$ cat src/rtl/ext_mem_host_if.sv
// ext_mem_host_if: load stream, dump stream and the two external memory
// ports of the cpu, bundled for the host driver (master) and its peer (slave).
interface ext_mem_host_if;
    // Load stream (host link -> driver)
    logic        in_valid;
    logic [63:0] in_data;
    logic        in_ready;
    // Dump stream (driver -> host link)
    logic        out_valid;
    logic [63:0] out_data;
    logic        out_ready;
    // Instruction memory port
    logic [63:0] addr_ext;
    logic        wen_ext;
    logic        ren_ext;
    logic [31:0] wdata_ext;
    // Data memory port
    logic [63:0] addr_ext_2;
    logic        wen_ext_2;
    logic        ren_ext_2;
    logic [63:0] wdata_ext_2;
    logic [63:0] rdata_ext_2;

    modport master (
        input  in_valid, in_data, out_ready, rdata_ext_2,
        output in_ready, out_valid, out_data,
        output addr_ext, wen_ext, ren_ext, wdata_ext,
        output addr_ext_2, wen_ext_2, ren_ext_2, wdata_ext_2
    );

    modport slave (
        output in_valid, in_data, out_ready, rdata_ext_2,
        input  in_ready, out_valid, out_data,
        input  addr_ext, wen_ext, ren_ext, wdata_ext,
        input  addr_ext_2, wen_ext_2, ren_ext_2, wdata_ext_2
    );
endinterface

$ cat src/rtl/ext_mem_host.sv
// ext_mem_host: host-side driver for the cpu's external memory ports.
// Loads a program and a data image from a valid/ready stream, enables the
// core for a programmed number of cycles, then (optionally) streams data
// memory back out.
// Build option: define EXT_MEM_HOST_DUMP_EN to include the data memory dump;
// without it the session ends right after the run phase.
module ext_mem_host #(
    parameter int IMEM_WORDS = 512,
    parameter int DMEM_WORDS = 1024,
    parameter int CNT_W      = 16
) (
    input  logic              clk,
    input  logic              arst_n,
    input  logic              start,
    input  logic [CNT_W-1:0]  n_instr,
    input  logic [CNT_W-1:0]  n_data,
    input  logic [31:0]       run_cycles,
    output logic              cpu_enable,
    output logic              busy,
    output logic              done,
    ext_mem_host_if.master    bus
);

    localparam logic [2:0] S_IDLE     = 3'd0;
    localparam logic [2:0] S_LOAD_I   = 3'd1;
    localparam logic [2:0] S_LOAD_D   = 3'd2;
    localparam logic [2:0] S_RUN      = 3'd3;
    localparam logic [2:0] S_DUMP_RD  = 3'd4;
    localparam logic [2:0] S_DUMP_CAP = 3'd5;
    localparam logic [2:0] S_DUMP_OUT = 3'd6;
    localparam logic [2:0] S_DONE     = 3'd7;

    logic [2:0]       state;
    logic [CNT_W-1:0] idx;
    logic [CNT_W-1:0] cnt_i;
    logic [CNT_W-1:0] cnt_d;
    logic [31:0]      run_len;
    logic [31:0]      run_cnt;

    logic [CNT_W-1:0] n_instr_cl;
    logic [CNT_W-1:0] n_data_cl;
    logic [CNT_W-1:0] idx_inc;
    logic             last_i;
    logic             last_d;

    // Requests larger than the memories are truncated to their depth
    assign n_instr_cl = (n_instr > CNT_W'(IMEM_WORDS)) ? CNT_W'(IMEM_WORDS) : n_instr;
    assign n_data_cl  = (n_data  > CNT_W'(DMEM_WORDS)) ? CNT_W'(DMEM_WORDS) : n_data;

    assign idx_inc = idx + CNT_W'(1);
    assign last_i  = (idx == cnt_i - CNT_W'(1));
    assign last_d  = (idx == cnt_d - CNT_W'(1));

    // Status and stream-ready decode straight from the state
    assign bus.in_ready = (state == S_LOAD_I) || (state == S_LOAD_D);
    assign bus.ren_ext  = 1'b0;
    assign busy         = (state != S_IDLE) && (state != S_DONE);
    assign done         = (state == S_DONE);

`ifdef EXT_MEM_HOST_DUMP_EN
    logic        ren_q;
    logic        out_valid_q;
    logic [63:0] out_data_q;

    assign bus.ren_ext_2 = ren_q;
    assign bus.out_valid = out_valid_q;
    assign bus.out_data  = out_data_q;
`else
    logic unused_dump;

    assign bus.ren_ext_2 = 1'b0;
    assign bus.out_valid = 1'b0;
    assign bus.out_data  = '0;
    assign unused_dump   = ^{bus.out_ready, bus.rdata_ext_2};
`endif

    // Session sequencer: every memory-port output is registered so a word
    // accepted at one edge appears as a one-cycle write pulse in the next cycle
    always_ff @(posedge clk or negedge arst_n) begin
        if (!arst_n) begin
            state           <= S_IDLE;
            idx             <= '0;
            cnt_i           <= '0;
            cnt_d           <= '0;
            run_len         <= '0;
            run_cnt         <= '0;
            cpu_enable      <= 1'b0;
            bus.addr_ext    <= '0;
            bus.wen_ext     <= 1'b0;
            bus.wdata_ext   <= '0;
            bus.addr_ext_2  <= '0;
            bus.wen_ext_2   <= 1'b0;
            bus.wdata_ext_2 <= '0;
`ifdef EXT_MEM_HOST_DUMP_EN
            ren_q           <= 1'b0;
            out_valid_q     <= 1'b0;
            out_data_q      <= '0;
`endif
        end else begin
            bus.wen_ext   <= 1'b0;
            bus.wen_ext_2 <= 1'b0;
`ifdef EXT_MEM_HOST_DUMP_EN
            ren_q         <= 1'b0;
`endif
            case (state)
                S_IDLE, S_DONE: begin
                    if (start) begin
                        cnt_i   <= n_instr_cl;
                        cnt_d   <= n_data_cl;
                        run_len <= run_cycles;
                        run_cnt <= '0;
                        idx     <= '0;
                        if (n_instr_cl != '0)
                            state <= S_LOAD_I;
                        else if (n_data_cl != '0)
                            state <= S_LOAD_D;
                        else
                            state <= S_RUN;
                    end
                end
                S_LOAD_I: begin
                    if (bus.in_valid) begin
                        bus.wen_ext   <= 1'b1;
                        bus.addr_ext  <= {{(62-CNT_W){1'b0}}, idx, 2'b00};
                        bus.wdata_ext <= bus.in_data[31:0];
                        if (last_i) begin
                            idx   <= '0;
                            state <= (cnt_d != '0) ? S_LOAD_D : S_RUN;
                        end else begin
                            idx <= idx_inc;
                        end
                    end
                end
                S_LOAD_D: begin
                    if (bus.in_valid) begin
                        bus.wen_ext_2   <= 1'b1;
                        bus.addr_ext_2  <= {{(61-CNT_W){1'b0}}, idx, 3'b000};
                        bus.wdata_ext_2 <= bus.in_data;
                        if (last_d) begin
                            idx   <= '0;
                            state <= S_RUN;
                        end else begin
                            idx <= idx_inc;
                        end
                    end
                end
                S_RUN: begin
                    // Entered the cycle of the last write pulse; enable rises one cycle later
                    if (run_cnt != run_len) begin
                        cpu_enable <= 1'b1;
                        run_cnt    <= run_cnt + 32'd1;
                    end else begin
                        cpu_enable <= 1'b0;
                        idx        <= '0;
`ifdef EXT_MEM_HOST_DUMP_EN
                        if (cnt_d != '0) begin
                            state          <= S_DUMP_RD;
                            ren_q          <= 1'b1;
                            bus.addr_ext_2 <= '0;
                        end else begin
                            state <= S_DONE;
                        end
`else
                        state <= S_DONE;
`endif
                    end
                end
`ifdef EXT_MEM_HOST_DUMP_EN
                S_DUMP_RD: begin
                    state <= S_DUMP_CAP;
                end
                S_DUMP_CAP: begin
                    out_data_q  <= bus.rdata_ext_2;
                    out_valid_q <= 1'b1;
                    state       <= S_DUMP_OUT;
                end
                S_DUMP_OUT: begin
                    if (bus.out_ready) begin
                        out_valid_q <= 1'b0;
                        if (last_d) begin
                            state <= S_DONE;
                        end else begin
                            idx            <= idx_inc;
                            ren_q          <= 1'b1;
                            bus.addr_ext_2 <= {{(61-CNT_W){1'b0}}, idx_inc, 3'b000};
                            state          <= S_DUMP_RD;
                        end
                    end
                end
`else
                S_DUMP_RD, S_DUMP_CAP, S_DUMP_OUT: begin
                    state <= S_IDLE;
                end
`endif
            endcase
        end
    end

endmodule

$ cat src/flat_wrapper.sv
// flat-port wrapper written by rule: the top's interface ports become plain ports
module ext_mem_host_flat 
#(
    parameter int IMEM_WORDS = 512,
    parameter int DMEM_WORDS = 1024,
    parameter int CNT_W      = 16
)
  (clk, arst_n, start, n_instr, n_data, run_cycles, cpu_enable, busy, done, bus_in_valid, bus_in_data, bus_out_ready, bus_rdata_ext_2, bus_in_ready, bus_out_valid, bus_out_data, bus_addr_ext, bus_wen_ext, bus_ren_ext, bus_wdata_ext, bus_addr_ext_2, bus_wen_ext_2, bus_ren_ext_2, bus_wdata_ext_2);
  ext_mem_host_if bus_i ();
  input  logic clk;
  input  logic arst_n;
  input  logic start;
  input  logic [CNT_W-1:0] n_instr;
  input  logic [CNT_W-1:0] n_data;
  input  logic [31:0] run_cycles;
  output logic cpu_enable;
  output logic busy;
  output logic done;
  input wire logic [$bits(bus_i.in_valid)-1:0] bus_in_valid;
  input wire logic [$bits(bus_i.in_data)-1:0] bus_in_data;
  input wire logic [$bits(bus_i.out_ready)-1:0] bus_out_ready;
  input wire logic [$bits(bus_i.rdata_ext_2)-1:0] bus_rdata_ext_2;
  output wire logic [$bits(bus_i.in_ready)-1:0] bus_in_ready;
  output wire logic [$bits(bus_i.out_valid)-1:0] bus_out_valid;
  output wire logic [$bits(bus_i.out_data)-1:0] bus_out_data;
  output wire logic [$bits(bus_i.addr_ext)-1:0] bus_addr_ext;
  output wire logic [$bits(bus_i.wen_ext)-1:0] bus_wen_ext;
  output wire logic [$bits(bus_i.ren_ext)-1:0] bus_ren_ext;
  output wire logic [$bits(bus_i.wdata_ext)-1:0] bus_wdata_ext;
  output wire logic [$bits(bus_i.addr_ext_2)-1:0] bus_addr_ext_2;
  output wire logic [$bits(bus_i.wen_ext_2)-1:0] bus_wen_ext_2;
  output wire logic [$bits(bus_i.ren_ext_2)-1:0] bus_ren_ext_2;
  output wire logic [$bits(bus_i.wdata_ext_2)-1:0] bus_wdata_ext_2;
  assign bus_i.in_valid = bus_in_valid;
  assign bus_i.in_data = bus_in_data;
  assign bus_i.out_ready = bus_out_ready;
  assign bus_i.rdata_ext_2 = bus_rdata_ext_2;
  assign bus_in_ready = bus_i.in_ready;
  assign bus_out_valid = bus_i.out_valid;
  assign bus_out_data = bus_i.out_data;
  assign bus_addr_ext = bus_i.addr_ext;
  assign bus_wen_ext = bus_i.wen_ext;
  assign bus_ren_ext = bus_i.ren_ext;
  assign bus_wdata_ext = bus_i.wdata_ext;
  assign bus_addr_ext_2 = bus_i.addr_ext_2;
  assign bus_wen_ext_2 = bus_i.wen_ext_2;
  assign bus_ren_ext_2 = bus_i.ren_ext_2;
  assign bus_wdata_ext_2 = bus_i.wdata_ext_2;
  ext_mem_host #(.IMEM_WORDS(IMEM_WORDS), .DMEM_WORDS(DMEM_WORDS), .CNT_W(CNT_W)) u_core (.clk(clk), .arst_n(arst_n), .start(start), .n_instr(n_instr), .n_data(n_data), .run_cycles(run_cycles), .cpu_enable(cpu_enable), .busy(busy), .done(done), .bus(bus_i));
endmodule
$ cat config.mk
export PLATFORM = sky130hd
export DESIGN_NAME = ext_mem_host_flat
export DESIGN_NICKNAME = d
export VERILOG_FILES = /design/src/rtl/ext_mem_host_if.sv /design/src/rtl/ext_mem_host.sv /design/src/flat_wrapper.sv
export SDC_FILE = /design/constraint.sdc
export NUM_CORES = 1
export LEC_CHECK = 0
export BUFFER_PORTS_ARGS = -buffer_cell sky130_fd_sc_hd__buf_2
export CAP_MARGIN = 5
export CORE_AREA = 2 2 193 195
export CTS_BUF_LIST = sky130_fd_sc_hd__clkbuf_16
export DETAILED_ROUTE_END_ITERATION = 10
export DIE_AREA = 0 0 195 197
export GPL_ROUTABILITY_DRIVEN = 0
export SLEW_MARGIN = 25
export SYNTH_ARGS = -nofsm -noshare
export SYNTH_HDL_FRONTEND = slang
export SYNTH_SLANG_ARGS = --single-unit
$ cat constraint.sdc
create_clock -name clk -period 4.37 [get_ports clk]
set_input_delay 0.874 -clock clk [delete_from_list [all_inputs] [get_ports clk]]
set_output_delay 0.874 -clock clk [all_outputs]
set_load 0.1 [all_outputs]
Word-level counts from Yosys, hierarchy flattened

Index checks and enable logic that the tools add are counted.

Add/subtract/negate cells: 4
Order comparisons: 2
Equality and inequality tests: 18
Muxes and demuxes: 26
Reductions and logical operators: 17

Operators with widths:

| cell                                                             | count |
|---|---|
| two-way mux 16 bit                                               | 8 |
| two-way mux 32 bit                                               | 2 |
| case mux 16 bit (4 select lines)                                 | 1 |
| case mux 32 bit (2 select lines)                                 | 1 |
| nonzero test 16 bit                                              | 3 |
| adder 32 x 1 -> 32 bit (second input constant)                   | 1 |
| equality test 16 bit                                             | 2 |
| != test 32 bit                                                   | 1 |
| subtractor 16 x 1 -> 16 bit (second input constant)              | 2 |
| two-way mux 3 bit                                                | 7 |
| adder 16 x 1 -> 16 bit (second input constant)                   | 1 |
| greater-than comparator 16 x 10 -> 1 bit (second input constant) | 1 |
| greater-than comparator 16 x 11 -> 1 bit (second input constant) | 1 |
| case mux 3 bit (5 select lines)                                  | 1 |
| equality test 3 bit (second input constant)                      | 4 |
| != test 2 bit (second input constant)                            | 4 |
| equality test 3 x 2 -> 1 bit (second input constant)             | 2 |
| two-way mux 1 bit                                                | 6 |
| != test 2 x 1 -> 1 bit (second input constant)                   | 3 |
| AND reduction 2 bit                                              | 3 |
| AND reduction 6 bit                                              | 1 |
| AND reduction 5 bit                                              | 1 |
| nonzero test 4 bit                                               | 1 |
| equality test 3 x 1 -> 1 bit (second input constant)             | 1 |
| 9 further kinds                                                  | 9 |

Register bits: 246
Input port bits: 197
Output and inout bits: 297
Logic and storage cells: 80

Logic depth before layout (Yosys ltp)

Gate-level depths: netlist of the first run.

Depth after elaboration: 7
Mapped depth: 11
Mapped depth without buffers: 10

Worst setup path after synthesis of the first run

OpenSTA, ideal clock, no wires.

Kind: reg2reg
Start: reg u_core.state[1]
End: reg u_core.run_cnt[11]
Library setup time: 0.132 ns
Arrival: 3.593 ns
Required time: 4.238 ns
Slack: 0.646 ns
Stages on the path, launching flop included: 9
Path buffers: 1
Clock period less this slack: 3.724 ns
Cells stage by stage: dfrtp_1 buf_2 and3_1 nor2_1 nor2_1 o211ai_1 nor2_1 xnor2_1 nor2_1

Cells in the longest elaborated chain, start to end: 4
Elaborated cells on any way between the ends: 9
Those cells by class: 4 x eq/ne; 1 x mux; 4 x reduce/logical

RTL lines:

| what                                                          | line                | source |
|---|---|---|
| start: declaration                                            | ext_mem_host.sv:33  | `logic [2:0] state;` |
| start signal: assignment                                      | ext_mem_host.sv:128 | `state <= (cnt_d != '0) ? S_LOAD_D : S_RUN;` |
| equality test 3 bit *                                         | -                   |  |
| via done                                                      | flat_wrapper.sv:18  | `output logic done;` |
| OR reduction 2 bit *                                          | ext_mem_host.sv:105 | `case (state)` |
| != test 2 bit (no line) or nonzero test 2 bit (tied branches) | -                   |  |
| AND reduction 3 bit (no line)                                 | -                   |  |
| end signal: assignment                                        | ext_mem_host.sv:151 | `run_cnt <= run_cnt + 32'd1;` |
| end: declaration                                              | ext_mem_host.sv:38  | `logic [31:0] run_cnt;` |

Mark *: on every way through the listed nets, which the timed path passes. The rest lies on a longest branch.
A chain may end at the register's enable or synchronous reset.

Final worst setup path of the first run

Start: reg u_core.cnt_d[3]
End: reg u_core.idx[11]

Cells in the longest elaborated chain, start to end: 5

RTL lines:

| what                             | line                | source |
|---|---|---|
| start: declaration               | ext_mem_host.sv:36  | `logic [CNT_W-1:0] cnt_d;` |
| start signal: assignment         | ext_mem_host.sv:109 | `cnt_d <= n_data_cl;` |
| subtractor 16 x 1 -> 16 bit      | ext_mem_host.sv:52  | `assign last_d = (idx == cnt_d - CNT_W'(1));` |
| equality test 16 bit             | ext_mem_host.sv:52  |  |
| two-way mux 16 bit               | ext_mem_host.sv:139 | `if (last_d) begin` |
| two-way mux 16 bit               | ext_mem_host.sv:135 | `if (bus.in_valid) begin` |
| case mux 16 bit (4 select lines) | ext_mem_host.sv:105 |  |
| end signal: assignment           | ext_mem_host.sv:130 | `idx <= idx_inc;` |
| end signal: assignment           | ext_mem_host.sv:143 | `idx <= idx_inc;` |
| end: declaration                 | ext_mem_host.sv:34  | `logic [CNT_W-1:0] idx;` |

No other way between the ends. The select of a mux whose other input is x is not followed.

==> impl_summary.log, run 1 <==
[metrics] area occupied by multi-input gates: 0.00557 sq mm
[metrics] Synth Warn #: 0
[metrics] GRT Util Overall: 15.3%
[metrics] worst reg2reg path depth: 8
[metrics] main area contributors after synthesis: sky130_fd_sc_hd__dfrtp_1 (49%), sky130_fd_sc_hd__mux2_2 (12%), sky130_fd_sc_hd__buf_4 (9.7%)
[metrics] floorplan die height: 197 um
[metrics] per-instance average area after synthesis: 10.7 sq um
[metrics] number of hold buffers added after CTS: 0
[metrics] fraction of final layout cells with drive strength greater than 1: 31.9%
[metrics] Max Cap Viol: 0
[metrics] initial standard-cell utilization of the core: 34.7%
[metrics] library cell contributing the largest single delay on the critical path: sky130_fd_sc_hd__or4_1
[metrics] total global routing overflow: 0
[metrics] dominant cell by count in the synthesized netlist: sky130_fd_sc_hd__dfrtp_1
[metrics] Seq cells post-synth: 246
[metrics] worst endpoint data arrival time: 4.17 ns
[metrics] Hold Fails Final Rpt: 0
[metrics] R2R setup slack: 0.60 ns
[metrics] share of the synthesized area in the top cell type: 48.9%
[metrics] clock tree root driver cell: sky130_fd_sc_hd__clkbuf_16
[metrics] maximum ir drop on the vdd rail: 712 uV
[metrics] final antenna-violating net count: 0
[metrics] distinct cell type count after synthesis: 61
[metrics] cell type contributing the most total cell area after synthesis: sky130_fd_sc_hd__dfrtp_1
[metrics] P&R area growth vs syn: 17.5%
[metrics] gate count of the mapped netlist: 1182
[metrics] cell area after technology mapping: 0.0126 sq mm
[metrics] net switching power of the design: 7.02 mW
[metrics] Final Net Count: 1634
[metrics] CP Launch Point: u_core.cnt_d[3]
[metrics] CTS sink cnt: 246
[metrics] EDFF count, synth: 0
[metrics] endpoint class of the critical path: flip-flop
[metrics] Comb power frac: 54.2%
[metrics] CP Data Required Time: 4.77 ns
[metrics] compound-gate portion of the synthesized area: 5.25%
[metrics] Int Pwr: 5.73 mW
[metrics] final routed wirelength across all metal layers: 30400 um
[metrics] sequential cell area fraction in the yosys report: 48.9%
[metrics] relative contribution of the clock network to total power: 18.8%
[metrics] antenna violations before repair: 2
[metrics] CTS max path bufs: 3
[metrics] fraction of synthesized cell area in xor and xnor cells: 7.24%
[metrics] maximum number of pins on one net before global-route repair: 135
[metrics] aggregate negative setup slack: 0 ns
[metrics] number of top-level pins: 494
[metrics] CORE AREA: 0.0363 sq mm
[metrics] half-perimeter wire length after detailed placement: 21800 um
[metrics] fmax: 265 MHz
[metrics] final count of pins violating max slew: 0
[metrics] Detailed Route Iter0 Violations: 385
[metrics] worst-case clock skew: 0.0188 ns
[metrics] CTS tree: done
[metrics] status: finished, final reports clean
[metrics] cts bufs inserted: 28
[metrics] library cell appearing most often on the critical path: sky130_fd_sc_hd__or4_1
[metrics] count of port buffers added during placement: 265
[metrics] commonest cells in the netlist: sky130_fd_sc_hd__dfrtp_1 (246), sky130_fd_sc_hd__buf_4 (163), sky130_fd_sc_hd__nand2_1 (135)
[metrics] post-synthesis mux area share: 11.9%
[metrics] Hold Worst Slack: 0.294 ns
[metrics] endpoint of the worst-slack reg-to-reg timing path: u_core.idx[11]
[metrics] top_reg_cell synth: sky130_fd_sc_hd__dfrtp_1
[metrics] slew at the pin with the worst max-slew slack: 0.885 ns
[metrics] full die area: 0.0384 sq mm
[metrics] type of the tightest min-delay check: in -> async
[metrics] critical path depth in cells: 8
[metrics] highest net fanout along the worst path: 11
[metrics] crit-path max cell delay: 0.70 ns
[metrics] category of the critical setup timing path: reg -> reg
[metrics] post-route core utilization: 40.8%
[metrics] combinational family with the most area after synthesis: simple AND/OR/NAND/NOR gates
[metrics] number of H-tree levels: 1
[metrics] first-pass iteration count of the detailed router: 4
[metrics] total setup violations reported at the end of the flow: 0
[metrics] startpoint kind of the worst setup timing path: flip-flop
[metrics] drc violations: 0
[metrics] share of async-settable or async-resettable flops after synthesis: 100%
[metrics] insertion delay of the later-clocked pin in the worst-skew pair: 0.55 ns
[metrics] Post CTS Setup Buffer Count: 0
[metrics] unrepaired setup endpoints after global routing: no
[metrics] WL per Instance: 15.8 um
[metrics] number of resized instances in the post-cts repair step: 0
[metrics] net switching fraction of the power: 55.1%
[metrics] buffer and inverter count on the worst path: 0
[metrics] number of fill cells: 3588
[metrics] CP cell instances: or4_1 -> or4_1 -> xnor2_1 -> or4_1 -> or4_1 -> and2_4 -> nor3_4 -> nor2_1
[metrics] critical path's top delay family: simple AND/OR/NAND/NOR gates
[metrics] first-pass GRT wire length: 47400 um
[metrics] CTS clock-pin slew for the worst setup and hold paths: 0.06 ns
[metrics] sequential power share: 27.0%
[metrics] remaining max-slew budget at the tightest pin: 40.5%
[metrics] Register Area: 0.00616 sq mm
[metrics] Vias per Instance: 4.64
[metrics] Static Leakage: 7.52 nW
[metrics] reg-to-reg critical path startpoint: u_core.cnt_d[3]
[metrics] Via Count: 8928
[metrics] post-layout min period: 3.77 ns
[metrics] adder-cell area share of the yosys netlist: 0.398%
[metrics] vias in the first global route: 8756
[metrics] crit share post-route: 86.3%
[metrics] Core Rows: 70
[metrics] Die Wd: 195 um
[metrics] area share of and/or/nand/nor cells after synthesis: 14.4%
[metrics] power per standard cell area: 862 mW/mm^2
==> flip-flops by register name, indices dropped and copies added, names as in the netlist <==
name and count:
u_core.bus.addr_ext 16, u_core.bus.wen_ext 1, u_core.state 3, u_core.bus.wen_ext_2 1, u_core.run_len 32, u_core.run_cnt 32, u_core.cnt_i 16, u_core.idx 16
u_core.cpu_enable 1, u_core.cnt_d 16, u_core.bus.addr_ext_2 16, u_core.bus.wdata_ext_2 64, u_core.bus.wdata_ext 32
==> placed cells by master, fill, tap and decap left out, types with 13 or more instances in the layout <==
master and instances:
sky130_fd_sc_hd__xor2_1 76, sky130_fd_sc_hd__conb_1 163, sky130_fd_sc_hd__nand2b_1 13, sky130_fd_sc_hd__inv_1 16, sky130_fd_sc_hd__and3_1 14, sky130_fd_sc_hd__o21ai_0 28, sky130_fd_sc_hd__and2_1 15, sky130_fd_sc_hd__mux2_2 130
sky130_fd_sc_hd__nor4_1 16, sky130_fd_sc_hd__nand3_1 16, sky130_fd_sc_hd__nor3_1 15, sky130_fd_sc_hd__nor2_1 59, sky130_fd_sc_hd__nand2_1 135, sky130_fd_sc_hd__clkbuf_16 28, sky130_fd_sc_hd__xnor2_1 28, sky130_fd_sc_hd__dfrtp_1 246
sky130_fd_sc_hd__a21oi_1 16, sky130_fd_sc_hd__buf_2 264, sky130_fd_sc_hd__nand4_1 23
==> area by class of cell <==
class                      instances  area share [%]
tap                              468            3.96
timing repair buffer             280            10.1
clock buffer                      28            4.74
inverter                          13           0.330
antenna                            2          0.0338
multi-input combinational        864            37.6
sequential                       246            41.6
clock inverter                    22            1.60
==> layer usage <==
layer	wire length [um]	vias to the layer above	GRT usage, %
met4	650	0	3.39
met3	1970	43	3.51
met1	12800	4375	19.9
li1	-	4226	-
met2	14900	284	25.9
met5	0	-	0
==> per-stage QoR <==
stage               instance area [sq um]  power, mW  worst slack (ns)  cells
finish                              14800       12.7             0.597   1923
global route                        14800       13.3             0.425   1921
CTS                                 14800       12.9             0.582   1920
detailed placement                  13800       10.4             0.615   1870
global placement                    13800       10.4             0.602   1870
floorplan                           13200       9.34             0.646   1344
==> worst max path at each step <==
| stage | endpoint |
|---|---|
| final | u_core.idx[11] |
| after global routing | u_core.idx[5] |
| after CTS | u_core.idx[5] |
| after detailed placement | u_core.idx[5] |
| after global placement | u_core.idx[6] |
| after floorplan | u_core.run_cnt[11] |
==> power by group through the flow <==
stage	registers (mW)	logic (mW)	clock network, mW
floorplan	6.91	2.43	0
global route	3.55	7.22	2.56
CTS	3.45	6.95	2.47
finish	3.45	6.91	2.39
detailed placement	3.48	6.95	0
global placement	3.46	6.91	0
==> logic make-up after synthesis <==
kind of cell,Yosys count
AO/OA/AOI/OAI,100
multiplexers,133
flip-flops,246
adder cells (fa/ha/maj),4
buffers and inverters,234
AND/OR/NAND/NOR,360
other,1
XOR/XNOR,104
==> worst register-to-register path: cells and delay by family, from the launching register on <==
family        cells  cell delay, ns
flops             1            0.45
xor+xnor          1            0.14
simple gates      7            3.05
No activity file was read; power rests on OpenSTA's default activity.
==> inputs of run 2 (changes only) <==
--- a/config.mk
+++ b/config.mk
@@ -5,6 +5,7 @@
 export SDC_FILE = /design/constraint.sdc
 export NUM_CORES = 1
 export LEC_CHECK = 0
+export ABC_AREA = 1
 export BUFFER_PORTS_ARGS = -buffer_cell sky130_fd_sc_hd__buf_2
 export CAP_MARGIN = 5
 export CORE_AREA = 2 2 193 195
@@ -16,3 +17,4 @@
 export SYNTH_ARGS = -nofsm -noshare
 export SYNTH_HDL_FRONTEND = slang
 export SYNTH_SLANG_ARGS = --single-unit
+export TNS_END_PERCENT = 5
==> impl_summary.log, run 2 <==
[metrics] Hold Fails Final Rpt: 0 (unchanged)
[metrics] status: finished, final reports clean
[metrics] Detailed Route Iter0 Violations: 618 (+61%)
[metrics] antenna violations before repair: 2 (unchanged)
[metrics] first-pass iteration count of the detailed router: 5 (+1)
[metrics] Final Net Count: 2169 (+33%)
[metrics] number of hold buffers added after CTS: 0 (unchanged)
[metrics] Core Rows: 70 (unchanged)
[metrics] net switching power of the design: 6.79 mW (-3.3%)
[metrics] Post CTS Setup Buffer Count: 0 (unchanged)
[metrics] final count of pins violating max slew: 0 (unchanged)
[metrics] power per standard cell area: 773 mW/mm^2 (-10%)
[metrics] diode insertion count for antenna repair: 0 (-2)
[metrics] sequential power share: 27.3% (+0.3 points)
[metrics] CTS sink cnt: 246 (unchanged)
[metrics] worst-case clock skew: 0.00831 ns (-0.0105 ns)
[metrics] GRT Util Overall: 17.8% (+2.5 points)
[metrics] half-perimeter wire length after detailed placement: 26200 um (+20%)
[metrics] initial standard-cell utilization of the core: 37.0% (+2.3 points)
[metrics] CTS tree: done
[metrics] final routed wirelength across all metal layers: 35400 um (+17%)
[metrics] number of top-level pins: 494 (unchanged)
[metrics] gate count of the mapped netlist: 1726 (+46%)
[metrics] startpoint kind of the worst setup timing path: flip-flop
[metrics] final antenna-violating net count: 0 (unchanged)
[metrics] floorplan die height: 197 um (unchanged)
[metrics] total global routing overflow: 0 (unchanged)
[metrics] sequential cell area fraction in the yosys report: 45.9% (-3.0 points)
[metrics] maximum ir drop on the vdd rail: 374 uV (-47%)
[metrics] endpoint of the worst-slack reg-to-reg timing path: u_core.idx[2]
[metrics] drc violations: 0 (unchanged)
[metrics] Int Pwr: 5.15 mW (-10%)
[metrics] aggregate negative setup slack: 0 ns (unchanged)
[metrics] top_reg_cell synth: sky130_fd_sc_hd__dfrtp_1
[metrics] CP Launch Point: u_core.state[0]
[metrics] fmax: 352 MHz (+33%)
[metrics] DR WL met3: 2390 um (+21%)
[metrics] fraction of final layout cells with drive strength greater than 1: 17.5% (-14 points)
[metrics] highest metal layer used by the detailed router: met5
[metrics] routed length on met1: 16300 um (+27%)
[metrics] endpoint class of the critical path: output port
[metrics] worst reg2reg path depth: 9 (+1)
[metrics] post-layout min period: 2.84 ns (-0.931 ns)
[metrics] total non-filler cell area in the finished layout: 0.0154 sq mm (+4.4%)
[metrics] Seq cells post-synth: 246 (unchanged)
[metrics] number of instances in the placed design: 2406 (+29%)
[metrics] Vias per Instance: 4.52 (-2.6%)
[metrics] CORE AREA: 0.0363 sq mm (unchanged)
[metrics] insertion delay of the later-clocked pin in the worst-skew pair: 0.54 ns (about the same)
[metrics] total setup violations reported at the end of the flow: 0 (unchanged)
[metrics] number of H-tree levels: 1 (unchanged)
[metrics] most common library cell in the layout ignoring fill and taps: sky130_fd_sc_hd__nand2_1
[metrics] CP Data Required Time: 3.50 ns (-1.27 ns)
[metrics] per-instance average area after synthesis: 7.77 sq um (-27%)
[metrics] slew at the pin with the worst max-slew slack: 0.857 ns (-0.0276 ns)
[metrics] minimum setup slack after placement: 1.58 ns (+0.966 ns)
[metrics] P&R area growth vs syn: 15.1%
[metrics] met2 wire length: 16100 um (+7.9%)
[metrics] remaining max-slew budget at the tightest pin: 42.8% (+2.3 points)
[metrics] type of the tightest min-delay check: in -> async
[metrics] full die area: 0.0384 sq mm (unchanged)
[metrics] cell type contributing the most total cell area after synthesis: sky130_fd_sc_hd__dfrtp_1
[metrics] Synth Warn #: 0 (unchanged)
[metrics] maximum number of pins on one net before global-route repair: 129 (-4.4%)
[metrics] Via Count: 11100 (+24%)
[metrics] CTS clock-pin slew for the worst setup and hold paths: 0.06 ns (about the same)
[metrics] share of async-settable or async-resettable flops after synthesis: 100% (unchanged)
[metrics] net switching fraction of the power: 56.9% (+1.8 points)
[metrics] unrepaired setup endpoints after global routing: no
[metrics] clock tree root driver cell: sky130_fd_sc_hd__clkbuf_16
[metrics] distinct cell type count after synthesis: 38 (-38%)
[metrics] EDFF count, synth: 0 (unchanged)
[metrics] non-filler cells, final: 2456 (+28%)
[metrics] Final WS setup: 1.53 ns (+0.931 ns)
[metrics] first-pass GRT wire length: 55400 um (+17%)
[metrics] relative contribution of the clock network to total power: 18.8% (about the same)
[metrics] cell area after technology mapping: 0.0134 sq mm (+6.5%)
[metrics] WL per Instance: 14.4 um (-8.8%)
[metrics] commonest cells in the netlist: sky130_fd_sc_hd__nand2_1 (542), sky130_fd_sc_hd__dfrtp_1 (246), sky130_fd_sc_hd__buf_4 (167)
[metrics] cts bufs inserted: 28 (unchanged)
[metrics] Comb power frac: 53.8% (-0.4 points)
[metrics] post-route core utilization: 42.6% (+1.8 points)
[metrics] vias in the first global route: 10400 (+18%)
[metrics] Die Wd: 195 um (unchanged)
[metrics] dominant cell by count in the synthesized netlist: sky130_fd_sc_hd__nand2_1
[metrics] main area contributors after synthesis: sky130_fd_sc_hd__dfrtp_1 (46%), sky130_fd_sc_hd__nand2_1 (15%), sky130_fd_sc_hd__buf_4 (9.3%)
[metrics] commonest non-fill, non-tap cells in the layout: sky130_fd_sc_hd__nand2_1 (542), sky130_fd_sc_hd__buf_2 (264), sky130_fd_sc_hd__dfrtp_1 (246), sky130_fd_sc_hd__conb_1 (163), sky130_fd_sc_hd__inv_1 (153)
[metrics] count of port buffers added during placement: 265 (unchanged)
[metrics] reg-to-reg critical path startpoint: u_core.run_len[31]
[metrics] crit share post-route: 65.0% (-21 points)
[metrics] share of the synthesized area in the top cell type: 45.9% (-3.0 points)
[metrics] worst endpoint data arrival time: 1.97 ns (-2.20 ns)
[metrics] max reg flops: 64 (unchanged)
[metrics] category of the critical setup timing path: reg -> out
[metrics] CTS max path bufs: 3 (unchanged)
[metrics] number of resized instances in the post-cts repair step: 0 (unchanged)
[metrics] highest net fanout along the worst path: 5 (-6)
[metrics] Max Cap Viol: 0 (unchanged)
[metrics] Most flops, register: u_core.bus.wdata_ext_2
[metrics] end of the critical path: busy
[metrics] R2R setup slack: 1.56 ns (+0.96 ns)
[metrics] Static Leakage: 8.19 nW (+8.8%)
[metrics] cell area after placement: 0.0146 sq mm (+5.4%)
run 2: cell count changes in the layout (fill, tap and decap cells not counted), sizes merged, moves of 17 or more:
cell / change
nand2: +414
inv: +144
mux2: -130
o21ai: +120
nor2: +72
nand3: +70
xor2: -43
xnor2: +17
run 2: how the worst min path moves through the flow:
stage | start | end | slack, ns | cells past startpoint
floorplan | u_core.run_len[16] | u_core.run_len[16] | 0.46 | 2
global placement | u_core.bus.wdata_ext_2[47] | u_core.bus.wdata_ext_2[47] | 0.45 | 2
detailed placement | u_core.bus.wdata_ext_2[47] | u_core.bus.wdata_ext_2[47] | 0.45 | 2
CTS | arst_n | u_core.bus.wdata_ext[3] | 0.42 | 1
global route | arst_n | u_core.bus.wdata_ext[3] | 0.43 | 1
finish | arst_n | u_core.bus.wdata_ext[3] | 0.37 | 1
run 2: worst max-delay path, cell delays in order (launching register included):
cell and delay (ns):
sky130_fd_sc_hd__dfrtp_1 0.42, sky130_fd_sc_hd__inv_1 0.07, sky130_fd_sc_hd__a21oi_1 0.22, sky130_fd_sc_hd__nor2_1 0.15, sky130_fd_sc_hd__inv_2 0.11, sky130_fd_sc_hd__buf_2 0.45
run 2: power by group through the flow:
stage,logic (mW),registers [mW],clock network (mW)
after floorplan,2.37,6.40,0
after global placement,6.43,3.28,0
after detailed placement,6.48,3.30,0
after CTS,6.48,3.27,2.32
after global routing,6.81,3.34,2.41
final,6.43,3.26,2.25
run 2: layer usage:
layer | up-vias | track usage (%)
li1 | 5559 | -
met4 | 2 | 3.82
met1 | 5146 | 25.0
met5 | - | 0
met2 | 364 | 28.4
met3 | 40 | 3.52
run 2: final cells by class:
cell class | count | area (sq um)
multi-input combinational | 1262 | 5780
tap | 468 | 586
clock inverter | 21 | 149
sequential | 246 | 6160
inverter | 156 | 588
timing repair buffer | 274 | 1450
clock buffer | 29 | 726
fill | 3776 | 20800
run 2: cells by family (layout without fill, tap and decap cells):
family / after synthesis / count (layout) / synth area share [%]
xor gates and xnor gates: 78 / 78 / 5.09
adders and majority gates: 4 / 4 / 0.373
buffers and inverters: 380 / 480 / 15.5
AOI/OAI and AO/OA: 167 / 167 / 6.35
other: 1 / 163 / 0.0280
and+or+nand+nor: 850 / 850 / 26.7
DFF: 246 / 246 / 45.9
run 2: metrics by stage:
| stage | total power [mW] | hold slack, ns |
|---|---|---|
| floorplan | 8.78 | 0.461 |
| global placement | 9.71 | 0.451 |
| detailed placement | 9.78 | 0.453 |
| CTS | 12.1 | 0.415 |
| global route | 12.6 | 0.435 |
| finish | 11.9 | 0.375 |
